$ cat config.mk
export PLATFORM = sky130hd
export DESIGN_NAME = mem_bus_if
export DESIGN_NICKNAME = d
export VERILOG_FILES = /design/src/rtl/mem_bus_if_pkg.sv /design/src/rtl/mem_bus_if_wait_timer.sv /design/src/rtl/mem_bus_if.sv
export SDC_FILE = /design/constraint.sdc
export NUM_CORES = 1
export LEC_CHECK = 0
export BUFFER_PORTS_ARGS = -buffer_cell sky130_fd_sc_hd__buf_4
export CAP_MARGIN = 20
export CORE_ASPECT_RATIO = 0.8
export CORE_UTILIZATION = 48
export DETAILED_ROUTE_END_ITERATION = 6
export PLACE_DENSITY = 0.77
export SYNTH_ARGS = -nofsm -noshare
export SYNTH_HDL_FRONTEND = slang
export SYNTH_SLANG_ARGS = --single-unit
$ cat constraint.sdc
create_clock -name clk -period 1.8 [get_ports clk]
set_clock_uncertainty 0.05 [all_clocks]
set_input_delay 0.36 -clock clk [delete_from_list [all_inputs] [get_ports clk]]
set_output_delay 0.36 -clock clk [all_outputs]
set_load 0.01 [all_outputs]
$ cat src/rtl/mem_bus_if_pkg.sv
// mem_bus_if_pkg
// Shared constants for the memory bus interface and the control unit (cu2).
// Holds the bus FSM state encoding, the default address/data widths, the
// default request timeout and the width of the wait counter.
package mem_bus_if_pkg;

    localparam int DEF_ADDR_W  = 8;
    localparam int DEF_DATA_W  = 8;
    localparam int DEF_TIMEOUT = 15;

    // Wide enough for any TIMEOUT in 1..15
    localparam int TIMER_W = 4;

    typedef enum logic [1:0] {
        IDLE = 2'd0,
        REQ  = 2'd1,
        DONE = 2'd2
    } bus_state_t;

endpackage

$ cat src/rtl/mem_bus_if_wait_timer.sv
// wait_timer
// Counts the cycles a memory request has been outstanding without an ack.
// Ports:
//   clk     - clock, rising edge
//   rst     - asynchronous active-low reset
//   clear   - restart the count at zero (new request accepted)
//   enable  - advance the count by one this cycle
//   expired - high when the count has reached TIMEOUT-1
module wait_timer
    import mem_bus_if_pkg::*;
#(
    parameter int TIMEOUT = DEF_TIMEOUT
) (
    input  logic clk,
    input  logic rst,
    input  logic clear,
    input  logic enable,
    output logic expired
);

    logic [TIMER_W-1:0] count_q;
    logic [TIMER_W-1:0] count_d;

    always_comb begin
        count_d = count_q;
        if (clear) begin
            count_d = '0;
        end else if (enable) begin
            count_d = count_q + 1'b1;
        end
    end

    always_ff @(posedge clk or negedge rst) begin
        if (!rst) begin
            count_q <= '0;
        end else begin
            count_q <= count_d;
        end
    end

    assign expired = (count_q == TIMER_W'(TIMEOUT - 1));

endmodule

$ cat src/rtl/mem_bus_if.sv
// mem_bus_if
// Memory bus interface between the CPU datapath and a ready/ack memory.
// Holds the address register (MAR) and memory data register (MDR), issues
// registered read/write requests and aborts requests that are never acked.
// Ports:
//   clk, rst                 - clock and asynchronous active-low reset
//   load_Add_R, bus_in       - load MAR from the datapath (IDLE/DONE only)
//   read, write, wdata       - start an access at MAR (write wins if both)
//   err_clr                  - clear the sticky bus_err flag
//   mem_ready                - high when the next access may be issued
//   rdata, rdata_valid       - MDR contents and fresh-read-data pulse
//   bus_err                  - sticky timeout flag
//   mem_req, mem_we          - registered request / write enable
//   mem_addr, mem_wdata      - registered address / write data
//   mem_ack, mem_rdata       - memory response
module mem_bus_if
    import mem_bus_if_pkg::*;
#(
    parameter int ADDR_W  = DEF_ADDR_W,
    parameter int DATA_W  = DEF_DATA_W,
    parameter int TIMEOUT = DEF_TIMEOUT
) (
    input  logic              clk,
    input  logic              rst,
    input  logic              load_Add_R,
    input  logic              read,
    input  logic              write,
    input  logic [ADDR_W-1:0] bus_in,
    input  logic [DATA_W-1:0] wdata,
    input  logic              err_clr,
    output logic              mem_ready,
    output logic [DATA_W-1:0] rdata,
    output logic              rdata_valid,
    output logic              bus_err,
    output logic              mem_req,
    output logic              mem_we,
    output logic [ADDR_W-1:0] mem_addr,
    output logic [DATA_W-1:0] mem_wdata,
    input  logic              mem_ack,
    input  logic [DATA_W-1:0] mem_rdata
);

    bus_state_t        state_q, state_d;
    logic [ADDR_W-1:0] mar_q, mar_d;
    logic [DATA_W-1:0] mdr_q, mdr_d;
    logic              mem_req_q, mem_req_d;
    logic              mem_we_q, mem_we_d;
    logic [ADDR_W-1:0] mem_addr_q, mem_addr_d;
    logic [DATA_W-1:0] mem_wdata_q, mem_wdata_d;
    logic              bus_err_q, bus_err_d;
    // Remembers whether the access in flight is a read, so DONE knows
    // whether to pulse rdata_valid and REQ knows whether to load MDR.
    logic              is_read_q, is_read_d;

    logic              timer_clear;
    logic              timer_en;
    logic              timer_expired;

    wait_timer #(
        .TIMEOUT (TIMEOUT)
    ) u_wait_timer (
        .clk     (clk),
        .rst     (rst),
        .clear   (timer_clear),
        .enable  (timer_en),
        .expired (timer_expired)
    );

    always_comb begin
        state_d     = state_q;
        mar_d       = mar_q;
        mdr_d       = mdr_q;
        mem_req_d   = mem_req_q;
        mem_we_d    = mem_we_q;
        mem_addr_d  = mem_addr_q;
        mem_wdata_d = mem_wdata_q;
        bus_err_d   = bus_err_q;
        is_read_d   = is_read_q;
        timer_clear = 1'b0;
        timer_en    = 1'b0;

        // The timeout branch below sets bus_err after this, so a timeout
        // in the same cycle as err_clr leaves the flag set.
        if (err_clr) begin
            bus_err_d = 1'b0;
        end

        unique case (state_q)
            IDLE: begin
                if (load_Add_R) begin
                    mar_d = bus_in;
                end
                // Request takes the MAR value from before any same-cycle load
                if (read || write) begin
                    state_d     = REQ;
                    mem_addr_d  = mar_q;
                    mem_we_d    = write;
                    mem_wdata_d = wdata;
                    mem_req_d   = 1'b1;
                    is_read_d   = !write;
                    timer_clear = 1'b1;
                end
            end
            REQ: begin
                // Ack has priority over a coincident timeout
                if (mem_ack) begin
                    mem_req_d = 1'b0;
                    mem_we_d  = 1'b0;
                    if (is_read_q) begin
                        mdr_d = mem_rdata;
                    end
                    state_d = DONE;
                end else if (timer_expired) begin
                    // Write enable is dropped with the request so memory
                    // never sees a stale write strobe.
                    mem_req_d = 1'b0;
                    mem_we_d  = 1'b0;
                    if (is_read_q) begin
                        mdr_d = '1;
                    end
                    bus_err_d = 1'b1;
                    state_d   = DONE;
                end else begin
                    timer_en = 1'b1;
                end
            end
            DONE: begin
                if (load_Add_R) begin
                    mar_d = bus_in;
                end
                state_d = IDLE;
            end
            default: begin
                state_d = IDLE;
            end
        endcase
    end

    always_ff @(posedge clk or negedge rst) begin
        if (!rst) begin
            state_q     <= IDLE;
            mar_q       <= '0;
            mdr_q       <= '0;
            mem_req_q   <= 1'b0;
            mem_we_q    <= 1'b0;
            mem_addr_q  <= '0;
            mem_wdata_q <= '0;
            bus_err_q   <= 1'b0;
            is_read_q   <= 1'b0;
        end else begin
            state_q     <= state_d;
            mar_q       <= mar_d;
            mdr_q       <= mdr_d;
            mem_req_q   <= mem_req_d;
            mem_we_q    <= mem_we_d;
            mem_addr_q  <= mem_addr_d;
            mem_wdata_q <= mem_wdata_d;
            bus_err_q   <= bus_err_d;
            is_read_q   <= is_read_d;
        end
    end

    assign mem_ready   = (state_q == IDLE) || (state_q == DONE);
    assign rdata_valid = (state_q == DONE) && is_read_q;
    assign rdata       = mdr_q;
    assign bus_err     = bus_err_q;
    assign mem_req     = mem_req_q;
    assign mem_we      = mem_we_q;
    assign mem_addr    = mem_addr_q;
    assign mem_wdata   = mem_wdata_q;

endmodule

==> out/summary.log, run 1 <==
[setup_path] delay of the slowest cell on the worst path 0.51 ns
[floorplan] Die Footprint 3780 um^2
[floorplan] number of top-level pins 60
[place] post-place setup slack 0.208 ns
[power_and_ir_drop] fraction of power consumed by the clock network 15.7%
[clock_network] # clock sinks 42
[job] max cap viols 0
[place] HPWL reported at the end of detailed placement 2430 um
[synth] Gate Count Post-Synth 124
[clock_network] Num CTS Buffers 5
[layout] NumNets Final 221
[power_and_ir_drop] P_sw 1220 uW
[sta] remaining max-slew budget at the tightest pin 66.8%
[route] via-per-instance ratio 5.23
[power_and_ir_drop] part of the total power dissipated in sequential elements 43.0%
[synth] Cell variety after synth 29
[sta] crit path setup slack, layout 0.122 ns
[global_route] GRT Resource Usage Total 19.5%
[setup_path] CP required 1.39 ns
[route] DR iter-0 viols 38
[route] routed length per placed instance 14.0 um
[sta] maximum clock frequency 596 MHz
[synth] Synth area leaders sky130_fd_sc_hd__dfrtp_1, sky130_fd_sc_hd__mux2_2, sky130_fd_sc_hd__o22a_1
[floorplan] Initial Util 52.8%
[setup_path] crit path cell chain inv_1 -> and3_1 -> buf_4
[synth] syn_nets 157
[clock_network] CTS H-tree depth 2
[place] buffers added on ports 59
[power_and_ir_drop] leakage power figure 0.00108 uW
[sta] RSZ-0062 raised after global routing no
[clock_network] Reg clk slew, reported paths 0.08 ns
[power_and_ir_drop] Logic pwr share 41.3%
[global_route] Congestion Overflow GR 0
[clock_network] maximum number of buffers from clock root to sink 2
[route] aggregate routed wire length 3210 um
[synth] Synth Cell Area 1700 um^2
[setup_path] CP Launch Type flop
[floorplan] count of standard-cell rows 18
[clock_network] clock latency at the later pin of the worst-skew pair 0.29 ns
[global_route] largest net degree at the start of global routing 43
[floorplan] area of the core region 3220 um^2
[layout] Area growth syn-to-layout 35.0%
[synth] flip-flop and latch count after synthesis 42
[synth] cell taking the most area after synthesis sky130_fd_sc_hd__dfrtp_1
[global_route] number of global-route vias before repair 1176
[layout] fin cells 229
[floorplan] width of the chip 68.5 um
[synth] share of Yosys cell area claimed by the top area cell type 61.9%
[place] Placed Cells 220
[layout] diode count 0
[sta] number of pins with negative max-slew slack in the final report 0
[layout] fraction of layout cells with a size suffix above 1 50.8%
[power_and_ir_drop] power per cell area 1690 nW/um^2
[setup_path] arrival time of the worst setup path 1.27 ns
[hold_path] Hold/Removal Path Class primary input to flop
[setup_path] peak fanout along the critical path 9
[power_and_ir_drop] internal power summed over all cells 2640 uW
[route] post-route antenna net violation count 0
[power_and_ir_drop] worst IR drop on VDD 0.000937 V
[route] DRC Markers 0
[run_status] run status finished clean
[sta] hold violation total from the final report 0
[power_and_ir_drop] Tot Pwr 3870 uW
[clock_network] CTS tree done
[route] DRT Pass-1 Iters 5
[setup_path] Setup CP Type flop to primary output
[sta] final count of negative-setup-slack endpoints 0
[layout] fraction of the core area covered by cells at the end of the flow 71.2%
[floorplan] Die Y-Extent 55.2 um
[global_route] antenna violations before repair 0
[setup_path] Setup crit end kind primary output
[synth] total number of yosys warnings 0
[route] total vias in the final route 1198
[sta] pin slew with the least headroom to its limit 0.498 ns
[sta] Total Negative Setup Slacks 0 ns
[sta] fin crit share 93.2%
[power_and_ir_drop] net switching fraction of the power 31.7%
[clock_network] cell at the root of the clock tree sky130_fd_sc_hd__clkbuf_8
[synth] Avg Synthesized Cell Area 13.7 um^2
[clock_network] number of gates resized after CTS 0
[synth] sequential element share of the synthesized area 61.9%
[global_route] wire length of the first global-routing pass 5270 um
[sta] Final min period 1.68 ns
[setup_path] cell with the largest stage delay on the worst path sky130_fd_sc_hd__dfrtp_1
[place] final weighted congestion in routability-driven placement 0.830
[layout make-up]
cell class                      count  area (um^2)
Timing Repair Buffer               63          488
Sequential cell                    42         1050
Fill cell                         239          927
Inverter                            7         26.3
Clock inverter                      1         5.00
Clock buffer                        7         86.3
Multi-Input combinational cell     69          587
Tap cell                           40         50.0
[cells in the final DEF, fill, tap and decap left out]
master and n:
sky130_fd_sc_hd__clkbuf_1 1, sky130_fd_sc_hd__nor2_1 3, sky130_fd_sc_hd__mux2i_1 1, sky130_fd_sc_hd__nand4_1 1
sky130_fd_sc_hd__clkbuf_8 6, sky130_fd_sc_hd__dfrtp_1 42, sky130_fd_sc_hd__o21bai_1 1, sky130_fd_sc_hd__o21ai_0 1
sky130_fd_sc_hd__clkinv_2 1, sky130_fd_sc_hd__o22a_1 8, sky130_fd_sc_hd__buf_4 61, sky130_fd_sc_hd__a211oi_1 1
sky130_fd_sc_hd__nor3b_1 1, sky130_fd_sc_hd__nor2b_1 2, sky130_fd_sc_hd__a21oi_1 5, sky130_fd_sc_hd__o2bb2ai_1 1
sky130_fd_sc_hd__buf_12 1, sky130_fd_sc_hd__o311ai_1 1, sky130_fd_sc_hd__ha_1 2, sky130_fd_sc_hd__and3_1 2
sky130_fd_sc_hd__or3_1 1, sky130_fd_sc_hd__o22ai_1 2, sky130_fd_sc_hd__nand3_1 5, sky130_fd_sc_hd__dlygate4sd3_1 1
sky130_fd_sc_hd__or2_2 1, sky130_fd_sc_hd__nor3_1 1, sky130_fd_sc_hd__a31oi_1 1, sky130_fd_sc_hd__mux2_2 24
sky130_fd_sc_hd__or3b_4 1, sky130_fd_sc_hd__nor3_2 1, sky130_fd_sc_hd__inv_1 7, sky130_fd_sc_hd__o31ai_1 1
sky130_fd_sc_hd__and3b_1 1
[through the flow]
stage / area [um^2] / hold slack (ns)
3_3_place_gp: 2190 / 0.314
4_1_cts: 2290 / 0.191
5_1_grt: 2290 / 0.208
2_1_floorplan: 1700 / 0.0144
3_5_place_dp: 2190 / 0.318
6_report: 2290 / 0.196
[synth_stat cells (all sizes together)]
cell type,instances
mux2,24
a211oi,1
or2,1
nor2b,2
or3,1
nor3,2
nand3,5
nand4,1
and3b,1
o22ai,2
or3b,1
a31oi,1
o21bai,1
mux2i,1
o311ai,1
inv,7
o31ai,1
nor3b,1
buf,6
o2bb2ai,1
a21oi,5
ha,2
o22a,8
o21ai,1
nor2,3
and3,2
dfrtp,42
[flip-flops by register name, indices dropped and copies added, names as in the netlist]
signal	count
mar_q	8
is_read_q	1
u_wait_timer.count_q	4
state_q	2
mem_we	1
rdata	8
bus_err	1
mem_wdata	8
mem_addr	8
mem_req	1
[logic make-up (layout without fill, tap and decap cells)]
group | count (synthesis) | in the layout | synth area share [%]
adder cells (fa/ha/maj) | 2 | 2 | 1.47
multiplexers | 25 | 25 | 16.5
AO/OA/AOI/OAI | 22 | 22 | 9.35
flip-flops | 42 | 42 | 61.9
buffers and inverters | 13 | 78 | 3.61
AND/OR/NAND/NOR | 20 | 20 | 7.22
[path summary, 6_finish.rpt]
path / from / end / slack [ns] / depth (start not counted)
min in group asynchronous: rst / mem_we$_DFFE_PN0P_ / 0.52 / 2
max in group asynchronous: rst / mem_wdata[2]$_DFFE_PN0P_ / 0.83 / 2
worst max register to register: u_wait_timer.count_q[0]$_DFFE_PN0P_ / rdata[4]$_DFFE_PN0P_ / 0.18 / 5
worst min-delay path: err_clr / bus_err$_DFF_PN0_ / 0.20 / 2
worst max-delay path: state_q[0]$_DFFE_PN0P_ / rdata_valid / 0.12 / 3
worst min register to register: rdata[2]$_DFFE_PN0P_ / rdata[2]$_DFFE_PN0P_ / 0.44 / 1
[critical path: cells and delay by family, from the launching register on]
| family | cells | cell delay [ns] |
|---|---|---|
| flip-flops | 1 | 0.51 |
| buffers and inverters | 2 | 0.28 |
| AND/OR/NAND/NOR | 1 | 0.19 |
[routing by layer]
metal	vias to the layer above	routed length (um)	track usage [%]
li1	574	-	-
met1	572	1420	23.6
met2	45	1470	30.1
met3	7	246	6.82
met4	0	72	9.82
met5	-	0	0
[timing repair]
action | CTS | global route
hold buffers | 1 | 0
hold endpoints to repair | 4 | 0
buffers inserted | 0 | 0
[power by group through the flow]
stage / registers [uW] / logic (uW) / clock network (uW)
floorplan: 1750 / 793 / 0
global placement: 1640 / 1570 / 0
detailed placement: 1680 / 1620 / 0
CTS: 1660 / 1630 / 631
global route: 1720 / 1750 / 670
finish: 1660 / 1600 / 607
(Power assumes the default switching activity.)
==> run 2, diff against run 1 <==
Settings changed: CORE_UTILIZATION 48 to 44, PLACE_DENSITY 0.77 to 0.75.
Clock period 1.8 ns to 1.4 ns, I/O delays scaled along.
==> run 2 against run 1 <==
Net effect: final area rose by 9.4%; critical path type unchanged; the run now ends with setup timing left; highest routed layer unchanged; total power is 42% higher; largest power group is now combinational cells; sequential power rose by 29%; largest cell class unchanged.
==> out/summary.log, run 2 (synthesized netlist as in run 1, its figures left out) <==
[floorplan] Die Y-Extent 57.6 um
[floorplan] number of top-level pins 60
[route] routed length per placed instance 15.0 um
[power_and_ir_drop] Tot Pwr 5500 uW
[sta] Final min period 1.49 ns
[layout] fin cells 242
[clock_network] CTS H-tree depth 2
[clock_network] # clock sinks 42
[sta] fin crit share 106%
[clock_network] cell at the root of the clock tree sky130_fd_sc_hd__clkbuf_8
[setup_path] arrival time of the worst setup path 1.16 ns
[job] max cap viols 0
[clock_network] Reg clk slew, reported paths 0.07 ns
[sta] pin slew with the least headroom to its limit 0.516 ns
[setup_path] Critical R2R Capture mem_addr[2]$_DFFE_PN0P_
[place] HPWL reported at the end of detailed placement 2450 um
[clock_network] clock latency at the later pin of the worst-skew pair 0.28 ns
[place] Placed Cells 227
[setup_path] worst setup path startpoint state_q[0]$_DFFE_PN0P_
[route] total vias in the final route 1279
[floorplan] Initial Util 47.6%
[floorplan] Die Footprint 4120 um^2
[run_status] run status finished, violations left
[place] final weighted congestion in routability-driven placement 0.832
[setup_path] Most Frequent Cell on Critical Path sky130_fd_sc_hd__buf_6
[sta] remaining max-slew budget at the tightest pin 65.6%
[place] buffers added on ports 59
[setup_path] buffers plus inverters on the worst setup path 3
[clock_network] maximum number of buffers from clock root to sink 2
[sta] final-layout worst hold slack 0.132 ns
[sta] RSZ-0062 raised after global routing yes
[power_and_ir_drop] leakage power figure 0.00117 uW
[sta] number of pins with negative max-slew slack in the final report 0
[global_route] antenna violations before repair 0
[hold_path] Hold/Removal Path Class primary input to flop
[floorplan] count of standard-cell rows 19
[setup_path] Setup CP Type flop to primary output
[hold_path] number of cells on the worst hold path 2
[setup_path] flop-to-flop setup slack -0.08 ns
[global_route] wire length of the first global-routing pass 5840 um
[floorplan] area of the core region 3570 um^2
[layout] most common library cell in the layout ignoring fill and taps sky130_fd_sc_hd__buf_4
[setup_path] peak fanout along the critical path 4
[route] via-per-instance ratio 5.29
[setup_path] top cell family by delay on the critical path flip-flops
[layout] Area growth syn-to-layout 47.7%
[layout] diode count 0
[route] post-route antenna net violation count 0
[sta] final count of negative-setup-slack endpoints 19
[setup_path] start of the worst register-to-register path state_q[0]$_DFFE_PN0P_
[power_and_ir_drop] worst IR drop on VDD 0.00126 V
[clock_network] Num CTS Buffers 5
[layout] commonest cells after routing, fill and taps aside sky130_fd_sc_hd__buf_4, sky130_fd_sc_hd__dfrtp_1, sky130_fd_sc_hd__mux2_2, sky130_fd_sc_hd__o22a_1, sky130_fd_sc_hd__mux2_4
[route] DRC Markers 0
[setup_path] CP Launch Type flop
[setup_path] number of cells on the worst reg-to-reg path 4
[sta] hold violation total from the final report 0
[setup_path] number of cells on the critical path 4
[layout] Layout fillers 245
[global_route] GRT Resource Usage Total 18.9%
[setup_path] cell with the largest stage delay on the worst path sky130_fd_sc_hd__dfrtp_2
[setup_path] delay of the slowest cell on the worst path 0.43 ns
[power_and_ir_drop] power per cell area 2190 nW/um^2
[route] DRT Pass-1 Iters 4
[layout] fraction of layout cells with a size suffix above 1 61.0%
[global_route] largest net degree at the start of global routing 43
[route] aggregate routed wire length 3620 um
[clock_network] CTS tree done
[setup_path] critical path capture point rdata_valid
[sta] crit path setup slack, layout -0.0882 ns
[run_status] violated checks setup timing
[setup_path] Setup crit end kind primary output
[layout] NumNets Final 232
[global_route] number of global-route vias before repair 1313
[sta] maximum clock frequency 672 MHz
[floorplan] width of the chip 71.5 um
[global_route] Congestion Overflow GR 0
[route] DR iter-0 viols 108
[setup_path] crit path cell chain buf_6 -> inv_4 -> and3_4 -> buf_6
[setup_path] CP required 1.07 ns
-- run 2: changes by cell type in the layout (fill, tap and decap cells not counted), moves of 5 or more --
cell,delta
sky130_fd_sc_hd__mux2_2,-8
sky130_fd_sc_hd__mux2_4,+8
sky130_fd_sc_hd__buf_4,+6
sky130_fd_sc_hd__buf_6,+5
-- run 2: power breakdown --
part / switching, uW / internal, uW
Combinational: 1020 / 1580
Clock: 370 / 397
Sequential: 344 / 1790
Total: 1730 / 3770
-- run 2: stage by stage --
step	util, %	setup slack [ns]	instance area (um^2)	setup TNS (ns)
6_report	70.4	-0.0882	2510	-0.958
3_3_place_gp	63.3	0.00247	2260	0
3_5_place_dp	63.3	-0.0494	2260	-0.336
4_1_cts	68.0	-0.0753	2420	-0.810
2_1_floorplan	-	0.00568	1740	0
5_1_grt	70.4	-0.129	2510	-2.19
-- run 2: how the worst min path moves through the flow --
stage,start,slack (ns),to
floorplan,rst,-0.07,bus_err$_DFF_PN0_
global placement,rst,0.23,mem_we$_DFFE_PN0P_
detailed placement,rst,0.24,mem_we$_DFFE_PN0P_
CTS,write,0.12,is_read_q$_DFFE_PN0P_
global route,write,0.13,is_read_q$_DFFE_PN0P_
finish,write,0.13,is_read_q$_DFFE_PN0P_
-- run 2: final cells by class --
cell class	count	area [um^2]	area share (%)
inverter	7	28.8	1.15
clock buffer	7	86.3	3.44
clock inverter	1	5.00	0.199
sequential	42	1050	42.0
timing repair buffer	74	589	23.5
tap	42	52.6	2.09
multi-input combinational	69	694	27.7
-- run 2: timing repair --
| action | in CTS | in global routing |
|---|---|---|
| setup buffers | 4 | 3 |
| pin swaps | 0 | 1 |
| gates resized for setup | 13 | 17 |
| setup endpoints to repair | 30 | 31 |
| hold buffers | 1 | 0 |
| endpoints found under the hold margin | 42 | 0 |
-- run 2: routing by layer --
layer,GRT usage [%],wire (um),vias up
met5,0,0,-
met4,10.4,31,0
met3,5.12,255,7
met2,30.2,1710,56
met1,23.8,1630,616
li1,-,-,600
